===== src/rtl/packet_gen.sv =====
// Synthetic block-aligned packet source for an ingress port: header, MAC, sequence word, payload.
// Payload comes from a Galois LFSR when PKT_GEN_LFSR_EN is defined, otherwise it is {seq, word index}.
module packet_gen #(
  parameter logic [1:0]  SRC_PORT   = 2'd0,
  parameter logic [47:0] MAC_BASE   = 48'h02_00_00_00_00_00,
  parameter int unsigned GAP_CYCLES = 2,
  parameter logic [31:0] LFSR_SEED  = 32'hACE1_0001
) (
  input  logic        clk,
  input  logic        reset_n,
  input  logic        start,
  input  logic        stop,
  input  logic [15:0] num_pkts,
  input  logic [5:0]  pkt_len_blocks,
  input  logic [1:0]  dest_port,
  input  logic        rr_en,
  output logic [31:0] packet_out,
  output logic        packet_en,
  output logic        busy,
  output logic        done,
  output logic [15:0] pkts_sent
);

  typedef enum logic [2:0] {IDLE, HDR, MAC_LO, SEQ, PAYLOAD, GAP} state_t;

  localparam logic [7:0] GAP_LAST = 8'((GAP_CYCLES == 0) ? 0 : GAP_CYCLES - 1);

  state_t      state, state_n;
  logic [8:0]  word_cnt, word_n;
  logic [7:0]  gap_cnt, gap_n;
  logic [15:0] pkts_left, left_n;
  logic        unlim_q, unlim_n;
  logic [5:0]  len_q, len_n;
  logic [1:0]  port_q, port_n;
  logic        rr_q, rr_n;
  logic        stop_q, stop_n;
  logic [15:0] seq, seq_n;
  logic [15:0] sent_n;
  logic [31:0] out_n;
  logic        en_n, done_n, busy_n;
  logic [8:0]  last_idx;

`ifdef PKT_GEN_LFSR_EN
  logic [31:0] lfsr, lfsr_n;
`else
  logic unused_seed;
  assign unused_seed = ^LFSR_SEED;
`endif

  assign last_idx = {len_q, 3'b000} - 9'd1;

  always_comb begin
    state_n = state;
    word_n  = word_cnt;
    gap_n   = gap_cnt;
    left_n  = pkts_left;
    unlim_n = unlim_q;
    len_n   = len_q;
    port_n  = port_q;
    rr_n    = rr_q;
    stop_n  = stop_q | (stop && (state != IDLE));
    seq_n   = seq;
    sent_n  = pkts_sent;
    out_n   = 32'h0;
    en_n    = 1'b0;
    done_n  = 1'b0;
`ifdef PKT_GEN_LFSR_EN
    lfsr_n  = lfsr;
`endif

    case (state)
      IDLE: begin
        if (start) begin
          state_n = HDR;
          word_n  = 9'd0;
          len_n   = (pkt_len_blocks == 6'd0) ? 6'd1 : pkt_len_blocks;
          port_n  = dest_port;
          rr_n    = rr_en;
          unlim_n = (num_pkts == 16'd0);
          left_n  = num_pkts;
          stop_n  = stop;
        end
      end
      HDR: begin
        state_n = MAC_LO;
        word_n  = 9'd1;
      end
      MAC_LO: begin
        state_n = SEQ;
        word_n  = 9'd2;
      end
      SEQ: begin
        state_n = PAYLOAD;
        word_n  = 9'd3;
      end
      PAYLOAD: begin
        if (word_cnt == last_idx) begin
          seq_n  = seq + 16'd1;
          sent_n = pkts_sent + 16'd1;
          if (rr_q) port_n = port_q + 2'd1;
          if (!unlim_q) left_n = pkts_left - 16'd1;
          // A stop seen on the final word still ends the run here.
          if (stop_q || stop || (!unlim_q && (pkts_left == 16'd1))) begin
            state_n = IDLE;
            done_n  = 1'b1;
            stop_n  = 1'b0;
          end else if (GAP_CYCLES > 0) begin
            state_n = GAP;
            gap_n   = GAP_LAST;
          end else begin
            state_n = HDR;
            word_n  = 9'd0;
          end
        end else begin
          word_n = word_cnt + 9'd1;
        end
      end
      GAP: begin
        if (gap_cnt == 8'd0) begin
          state_n = HDR;
          word_n  = 9'd0;
        end else begin
          gap_n = gap_cnt - 8'd1;
        end
      end
      default: state_n = IDLE;
    endcase

    // The output word is built for the state being entered so it lands in the register with it.
    case (state_n)
      HDR: begin
        en_n  = 1'b1;
        out_n = {5'b0, len_n, SRC_PORT, 3'b0, MAC_BASE[47:32]};
      end
      MAC_LO: begin
        en_n  = 1'b1;
        out_n = {MAC_BASE[31:2], port_n};
      end
      SEQ: begin
        en_n  = 1'b1;
        out_n = {16'h0, seq_n};
      end
      PAYLOAD: begin
        en_n  = 1'b1;
`ifdef PKT_GEN_LFSR_EN
        out_n  = lfsr;
        lfsr_n = {1'b0, lfsr[31:1]} ^ (lfsr[0] ? 32'h8020_0003 : 32'h0);
`else
        out_n  = {seq_n, 7'b0, word_n};
`endif
      end
      default: ;
    endcase

    busy_n = (state_n != IDLE);
  end

  always_ff @(posedge clk or negedge reset_n) begin
    if (!reset_n) begin
      state      <= IDLE;
      word_cnt   <= 9'd0;
      gap_cnt    <= 8'd0;
      pkts_left  <= 16'd0;
      unlim_q    <= 1'b0;
      len_q      <= 6'd1;
      port_q     <= 2'd0;
      rr_q       <= 1'b0;
      stop_q     <= 1'b0;
      seq        <= 16'd0;
      pkts_sent  <= 16'd0;
      packet_out <= 32'h0;
      packet_en  <= 1'b0;
      busy       <= 1'b0;
      done       <= 1'b0;
`ifdef PKT_GEN_LFSR_EN
      lfsr       <= LFSR_SEED;
`endif
    end else begin
      state      <= state_n;
      word_cnt   <= word_n;
      gap_cnt    <= gap_n;
      pkts_left  <= left_n;
      unlim_q    <= unlim_n;
      len_q      <= len_n;
      port_q     <= port_n;
      rr_q       <= rr_n;
      stop_q     <= stop_n;
      seq        <= seq_n;
      pkts_sent  <= sent_n;
      packet_out <= out_n;
      packet_en  <= en_n;
      busy       <= busy_n;
      done       <= done_n;
`ifdef PKT_GEN_LFSR_EN
      lfsr       <= lfsr_n;
`endif
    end
  end

endmodule


===== config.mk =====
export PLATFORM = sky130hd
export DESIGN_NAME = packet_gen
export DESIGN_NICKNAME = d
export VERILOG_FILES = /design/src/rtl/packet_gen.sv
export SDC_FILE = /design/constraint.sdc
export NUM_CORES = 1
export LEC_CHECK = 0
export BUFFER_PORTS_ARGS = -buffer_cell sky130_fd_sc_hd__buf_2
export CORE_UTILIZATION = 40
export DETAILED_ROUTE_END_ITERATION = 8
export PLACE_DENSITY = 0.58
export RECOVER_POWER = 25
export SYNTH_ARGS = -nofsm -noshare
export SYNTH_HDL_FRONTEND = slang
export SYNTH_SLANG_ARGS = --single-unit

===== constraint.sdc =====
create_clock -name clk -period 5.05 [get_ports clk]
set_input_delay 0 -clock clk [delete_from_list [all_inputs] [get_ports clk]]
set_output_delay 0 -clock clk [all_outputs]
set_load 0.02 [all_outputs]

==> implementation parameters, run 1 <==
Parameter                              Value

Die
  Height of the die ... approximately 120 microns
  Io pins ... 80
  FP Rows ... 43
  Area of the core ... 13830 sq um
  Total die area ... 14610 sq um
  Initial Utilization ... between 40% and 50%
  Width of the chip ... 120.9 microns

Place
  Placement Setup Slack ... 1884 ps
  Count of placed standard cells including taps ... around 830
  PortBufs ... 79
  Placed instance area ... between 6000 and 7000 sq um
  Hpwl dp ... about 9800 microns
  Routability congestion estimate ... 0.8874

Min path
  Path category of the worst min-delay check ... in2reg

Finish
  Layout-stage area growth over the synthesis result ... 25.01%
  Post-Layout Inst Area ... ~7100 sq um
  Fillers ... 1298
  Number of antenna cells inserted ... 0
  Sequential Area ... between 2000 and 3000 sq um
  Final Non-Filler Cells ... a little under 900
  Leading cell type in the layout, fill and taps excluded ... dfrtp_1
  Layout Utilization ... between 50% and 60%
  Area of the multi-input gates ... between 2000 and 3000 sq um
  Highest-count cells in the layout ignoring fill and taps ... dfrtp_1 (113), nand2_1 (60), nor2_1 (43), clkbuf_1 (43)
  Fraction of final layout cells sized beyond drive strength 1 ... between 10% and 20%
  Fin nets ... slightly above 700

STA
  Fmax ... between 300 and 400 MHz
  Post-route setup slack ... roughly 1900 ps
  Worst Max-Slew Pin Slew ... between 900 and 1000 ps
  Max Transition Viols Final ... 0
  Relative slew margins ... 38.42%
  Final period demand of the worst path ... roughly 3200 ps
  Fin crit share ... between 60% and 70%
  Number of endpoints failing setup at the final stage ... 0
  Worst hold slack across all endpoints ... ~77 ps
  Final-layout setup total negative slack ... 0 ps
  Setup repair after global routing missed its margin ... false
  Worst-case clock skew ... between 10 and 15 ps
  Hold Fails Final Rpt ... 0

Flow run
  Maxcap violations ... 0

Yosys
  Seq/Total Area, Yosys ... roughly half
  Compound-cell area share of the yosys netlist ... 15.27%
  Post-synthesis cell type count ... 67
  XOR/XNOR Fraction of Synth Area ... 6.352%
  Synth Net Count ... approximately 620
  Post-synthesis mux area share ... 1.417%
  Register bit total from synthesis ... 114
  Number of enable flip-flop cells after synthesis ... 0
  Combinational family with the most area after synthesis ... simple AND/OR/NAND/NOR gates
  Synthesized netlist cell count ... between 500 and 600
  Post-synthesis cell type with the largest combined area ... dfrtp_1
  Average cell area after synthesis ... between 9 and 10 sq um
  Cell types occupying the most area after synthesis ... dfrtp_1 (50%), xnor2_1 (4.2%), nand2_1 (4.0%)
  YS warnings ... 0
  Post-synth design cell area ... 5653 sq um
  Post-synth ARST share ... between 90% and 100%
  Flip-flop cell with the highest count after synthesis ... dfrtp_1
  Basic-gate share of the synthesized area counting and, or, nand and nor cells ... a little over a fifth
  Share of synthesized cell area in full adder, half adder and majority cells ... 1.549%
  Synth top area share ... between 50% and 60%

Drt
  Mean routed wirelength per cell ... approximately 16 microns
  Total Routed Length ... 14380 microns
  Vias per inst ... ~5.4
  Number of antenna-violating nets in the routed design ... 0
  Number of vias after detailed routing ... around 4.8k
  First-pass detailed-route iteration total ... 5
  DRC marker count from the first detailed-route iteration ... 269
  Number of DRC violations after detailed routing ... 0

Clock network
  Post-cts sizing count ... 0
  Clock insertion delay at the later pin of the skew report ... slightly above 400 ps
  Clock sink count ... roughly 110
  TritonCTS clock tree ... done
  Clock-pin slew on the worst setup and hold paths ... around 50 ps
  Deepest level of the CTS H-tree ... 4
  Clock root cell ... clkbuf_16
  Cts bufs inserted ... 17
  Number of buffers on the longest clock path ... 2
  Buffer count from post-CTS setup fixing ... 0
  CTS Hold Bufs ... 27

Power
  Proportion of power drawn by the clock network ... 34.9%
  Power consumption ... approximately 3.8 mW
  Net load switching power ... 1.339 mW
  Comb power frac ... just under 30%
  Switching power share of the total ... a little over a third
  Power per cell area ... ~530 nW/um^2
  Cell-internal power ... around 2.4 mW
  Cell leakage power ... 3.228 nW
  Highest ir drop seen on vdd ... 259.6 uV
  Sequential Power Share ... 35.7%

GRT
  First-pass GRT wire length ... around 24000 microns
  Overall Global Routing Usage ... 21.33%
  Largest net degree at the start of global routing ... roughly 70
  Number of global-route vias before repair ... 4687
  Number of antenna violations at the first check in global routing ... 0
  Congestion Overflow GR ... 0

Worst setup path
  Critical Path Fanout Max ... 19
  Count of buffer and inverter cells on the critical path ... 1
  Worst setup SP type ... flop
  Critical path, cell by cell ... inv_1 -> ha_1 -> nor2b_1 -> or3_4 -> a31o_2 -> o21ai_2 -> and2_1 -> o21ai_0 -> a22o_1
  Data arrival time of the critical path ... approximately 3500 ps
  Library cell contributing the largest single delay on the critical path ... and2_1
  Gate family responsible for the most delay along the worst path ... simple AND/OR/NAND/NOR gates
  Largest stage delay on the critical path ... about 640 ps
  Required time of the critical path ... 5350 ps
  Critical path start-end classification ... reg2reg
  Type of element capturing the critical path ... flop

Outcome
  Outcome ... complete, no violations
-- power by group through the flow --
stage	clock network [mW]	registers, mW	logic (mW)
floorplan	0	1.31	0.834
global placement	0	1.34	1.07
detailed placement	0	1.35	1.10
CTS	1.33	1.34	1.12
global route	1.38	1.38	1.24
finish	1.31	1.34	1.11
-- per-layer routing --
metal	routed length (microns)	vias to the layer above	track usage [%]	share of wire (%)
li1	-	2304	-	-
met1	6764	2327	29.78	47
met2	6797	141	32.75	47
met3	719	10	5.686	5.0
met4	96	0	5.478	0.67
met5	0	-	0	0
-- worst register-to-register path, stage by stage (launching register included) --
cell and delay, ps:
dfstp_2 570, inv_1 50, ha_1 230, nor2b_1 140, or3_4 380, a31o_2 270
o21ai_2 340, and2_1 640, o21ai_0 200, a22o_1 270
-- sequential cells by signal (all words and copies together), names as in the netlist --
signal	cells
port_q	2
pkts_sent	16
unlim_q	1
rr_q	1
stop_q	1
seq	16
busy	1
done	1
state	3
packet_out	32
pkts_left	16
word_cnt	9
gap_cnt	8
packet_en	1
len_q	6
-- final timing paths --
check	startpoint	endpoint	slack [ps]	cells past startpoint
worst min-delay path	dest_port[0]	port_q[0]	80	5
max in group asynchronous	reset_n	packet_out[10]	3630	3
worst max register to register	len_q[0]	pkts_left[3]	1850	9
worst max-delay path	len_q[0]	pkts_left[3]	1850	9
worst min register to register	pkts_sent[15]	pkts_sent[15]	470	1
min in group asynchronous	reset_n	gap_cnt[4]	270	2
-- cells in the mapped netlist (2+ instances only) --
| cell | n |
|---|---|
| nand3_1 | 20 |
| a31oi_1 | 3 |
| a22o_1 | 3 |
| a311o_1 | 2 |
| o31ai_1 | 2 |
| nor2_1 | 43 |
| or2_2 | 3 |
| o211ai_1 | 3 |
| nand4_1 | 9 |
| o22ai_1 | 15 |
| o21ai_0 | 37 |
| nand3b_1 | 2 |
| nand2b_1 | 4 |
| or4_1 | 3 |
| nor2b_1 | 3 |
| a21oi_1 | 38 |
| and2_1 | 6 |
| o2bb2ai_1 | 5 |
| xnor2_1 | 27 |
| inv_1 | 33 |
| buf_2 | 5 |
| nand2_1 | 60 |
| nor3_1 | 20 |
| and3_1 | 12 |
| or3_1 | 9 |
| mux2i_1 | 8 |
| clkbuf_1 | 11 |
| o21a_1 | 2 |
| dfrtp_1 | 113 |
| buf_6 | 2 |
| o32ai_1 | 2 |
| nor4_1 | 16 |
| and4_1 | 2 |
| xor2_1 | 14 |
| a21o_1 | 3 |
| a22oi_1 | 3 |
| ha_1 | 7 |
| o311ai_0 | 3 |
-- logic make-up after synthesis --
kind of cell | after synthesis
simple gates | 225
compound gates | 134
buf+inv | 53
flops | 114
fa+ha+maj | 7
mux | 8
xor+xnor | 41
-- final cells by class --
class | instances | area share, %
timing repair buffer | 109 | 9.065
multi-input combinational | 415 | 36.44
tap | 180 | 3.187
clock buffer | 22 | 6.569
inverter | 34 | 1.806
sequential | 114 | 40.39
clock inverter | 10 | 2.550
Power figures use the tool's default switching activity.
==> run 2, diff against run 1 <==
==> constraint.sdc (replaced) <==
create_clock -name clk -period 3.3 [get_ports clk]
set_input_delay 0 -clock clk [delete_from_list [all_inputs] [get_ports clk]]
set_output_delay 0 -clock clk [all_outputs]
set_load 0.02 [all_outputs]
==> implementation parameters, run 2 (synthesized netlist as in run 1, its figures left out) <==
Parameter                              Value

Outcome
  Outcome ... complete, but fails checks
  Violations in the final reports ... max-capacitance violations, max-slew violations

Power
  Comb power frac ... 31.5%
  Power per cell area ... 797.5 nW/um^2
  Cell leakage power ... 3.379 nW
  Cell-internal power ... between 3 and 4 mW
  Highest ir drop seen on vdd ... 642.8 uV
  Power consumption ... about 5.7 mW
  Net load switching power ... ~2.1 mW
  Switching power share of the total ... between 30 and 40%
  Sequential Power Share ... a little over a third
  Proportion of power drawn by the clock network ... between 30% and 40%

Worst setup path
  Critical path start-end classification ... reg2reg
  Critical path, cell by cell ... inv_1 -> ha_1 -> nor2b_1 -> or3_4 -> a31o_2 -> o21ai_2 -> and2_1 -> buf_4 -> o21ai_0 -> o2bb2ai_1
  Data arrival time of the critical path ... roughly 3200 ps
  Gate family responsible for the most delay along the worst path ... simple AND/OR/NAND/NOR gates
  Type of element capturing the critical path ... flop
  Count of buffer and inverter cells on the critical path ... 2
  Required time of the critical path ... 3590 ps
  Launching instance or port of the critical path ... len_q[0]
  Critical Path Fanout Max ... 10
  Worst setup SP type ... flop
  Reg-to-reg startpoint ... len_q[0]
  Number of gates on the worst path with buffers counted ... 10
  Library cell contributing the largest single delay on the critical path ... dfstp_2
  Setup slack of the worst register-to-register path ... approximately 390 ps
  Worst r2r path cells ... 10
  Largest stage delay on the critical path ... 570 ps

Clock network
  Post-cts sizing count ... 0
  Deepest level of the CTS H-tree ... 4
  Buffer count from post-CTS setup fixing ... 0
  Clock sink count ... 114
  Clock insertion delay at the later pin of the skew report ... about 410 ps
  Cts bufs inserted ... 17
  Number of buffers on the longest clock path ... 2
  Clock-pin slew on the worst setup and hold paths ... 50 ps
  Clock root cell ... clkbuf_16
  TritonCTS clock tree ... done

Finish
  Leading cell type in the layout, fill and taps excluded ... dfrtp_1
  Register with the most flip-flops ... packet_out
  Highest-count cells in the layout ignoring fill and taps ... dfrtp_1 (113), buf_2 (65), nand2_1 (60)
  Layout-stage area growth over the synthesis result ... 26.36%
  Fillers ... 1257
  Layout Utilization ... between 50% and 60%
  Number of antenna cells inserted ... 0
  Flip-flop count of the largest register, all copies and words added ... 32
  Fraction of final layout cells sized beyond drive strength 1 ... 18.18%
  Fin nets ... approximately 740

GRT
  Largest net degree at the start of global routing ... 65
  First-pass GRT wire length ... 23970 microns
  Number of global-route vias before repair ... ~4.6k
  Overall Global Routing Usage ... a little over a fifth
  Congestion Overflow GR ... 0
  Number of antenna violations at the first check in global routing ... 0

Drt
  Number of DRC violations after detailed routing ... 0
  DRC marker count from the first detailed-route iteration ... 314
  Highest metal layer used by the detailed router ... met4
  Mean routed wirelength per cell ... approximately 17 microns
  Wire length on met1 ... 6914 microns
  Detailed route wirelength on metal2 ... between 7000 and 8000 microns
  Number of vias after detailed routing ... around 4.8k
  Number of antenna-violating nets in the routed design ... 0
  First-pass detailed-route iteration total ... 4
  Total Routed Length ... ~15000 microns
  Routed wl met3 ... 597 microns
  Vias per inst ... 5.382

Die
  Width of the chip ... 120.9 microns
  Height of the die ... 120.9 microns
  FP Rows ... 43
  Total die area ... 14610 sq um
  Io pins ... 80
  Initial Utilization ... 40.88%
  Area of the core ... roughly 14000 sq um

STA
  Final period demand of the worst path ... 2912 ps
  Worst-case clock skew ... approximately 8 ps
  Fmax ... between 300 and 400 MHz
  Number of endpoints failing setup at the final stage ... 0
  Fin crit share ... roughly nine tenths
  Setup repair after global routing missed its margin ... false
  Hold Fails Final Rpt ... 0
  Max Transition Viols Final ... 65
  Relative slew margins ... -10.57%
  Final-layout setup total negative slack ... 0 ps
  Worst Max-Slew Pin Slew ... approximately 1700 ps

Flow run
  Maxcap violations ... 1

Place
  Routability congestion estimate ... just over 0.9
  Hpwl dp ... ~10000 microns
  PortBufs ... 79

Min path
  Launch point of the worst hold path ... dest_port[1]
  Path category of the worst min-delay check ... in2reg
  Cells on Worst Hold Path ... 5
run 2: cell types whose count changed in the layout (fill, tap and decap cells not counted), sizes merged:
cell    previous run  this run
clkbuf            62        37
bufinv             5         3
buf               42        79
clkinv             3         4
run 2: power groups by stage:
stage / combinational, mW / clock [mW] / sequential, mW
global placement: 1.73 / 0 / 2.03
detailed placement: 1.77 / 0 / 2.04
CTS: 1.80 / 1.90 / 2.02
global route: 2.00 / 1.96 / 2.07
floorplan: 1.28 / 0 / 2.00
finish: 1.80 / 1.88 / 2.02
run 2: path summary, 6_finish.rpt:
check                                     end
worst max register to register   pkts_left[6]
worst max-delay path             pkts_left[6]
worst min register to register  pkts_sent[15]
max in group asynchronous            len_q[2]
min in group asynchronous          gap_cnt[4]
worst min-delay path                port_q[1]
run 2: area by class of cell:
| class | instances | area [sq um] | area share, % |
|---|---|---|---|
| Timing Repair Buffer | 120 | 754.5 | 10.56 |
| Sequential cell | 114 | 2854 | 39.95 |
| Clock buffer | 23 | 478.0 | 6.691 |
| Tap cell | 180 | 225.2 | 3.153 |
| Multi-Input combinational cell | 415 | 2575 | 36.05 |
| Clock inverter | 9 | 128.9 | 1.804 |
| Inverter | 34 | 127.6 | 1.787 |
run 2: timing repair:
| item | in CTS | in global routing |
|---|---|---|
| endpoints found under the hold margin | 92 | 0 |
| endpoints found under the setup margin | 0 | 0 |
| hold buffers | 27 | 0 |
run 2: stage by stage:
| step | area [sq um] | worst slack [ps] | cells | hold slack (ps) |
|---|---|---|---|---|
| 6_report | 7143 | 388.1 | 895 | 65.49 |
| 4_1_cts | 7162 | 416.0 | 895 | 50.25 |
| 3_5_place_dp | 6285 | 418.1 | 836 | 172.0 |
| 3_3_place_gp | 6285 | 477.8 | 836 | 168.9 |
| 2_1_floorplan | 5653 | 724.7 | 582 | -295.6 |
| 5_1_grt | 7143 | 211.0 | 895 | 70.28 |
run 2: layer usage:
layer  vias up  track usage [%]
li1       2332                -
met1      2348            29.46
met2       113            33.71
met3        24            4.934
met4         0            7.022
met5         -                0
run 2: worst min-delay path, cell delays in order:
cell and delay (ps):
buf_2 100, nor2_1 90, a21oi_1 70, o22ai_1 120, a21oi_1 50
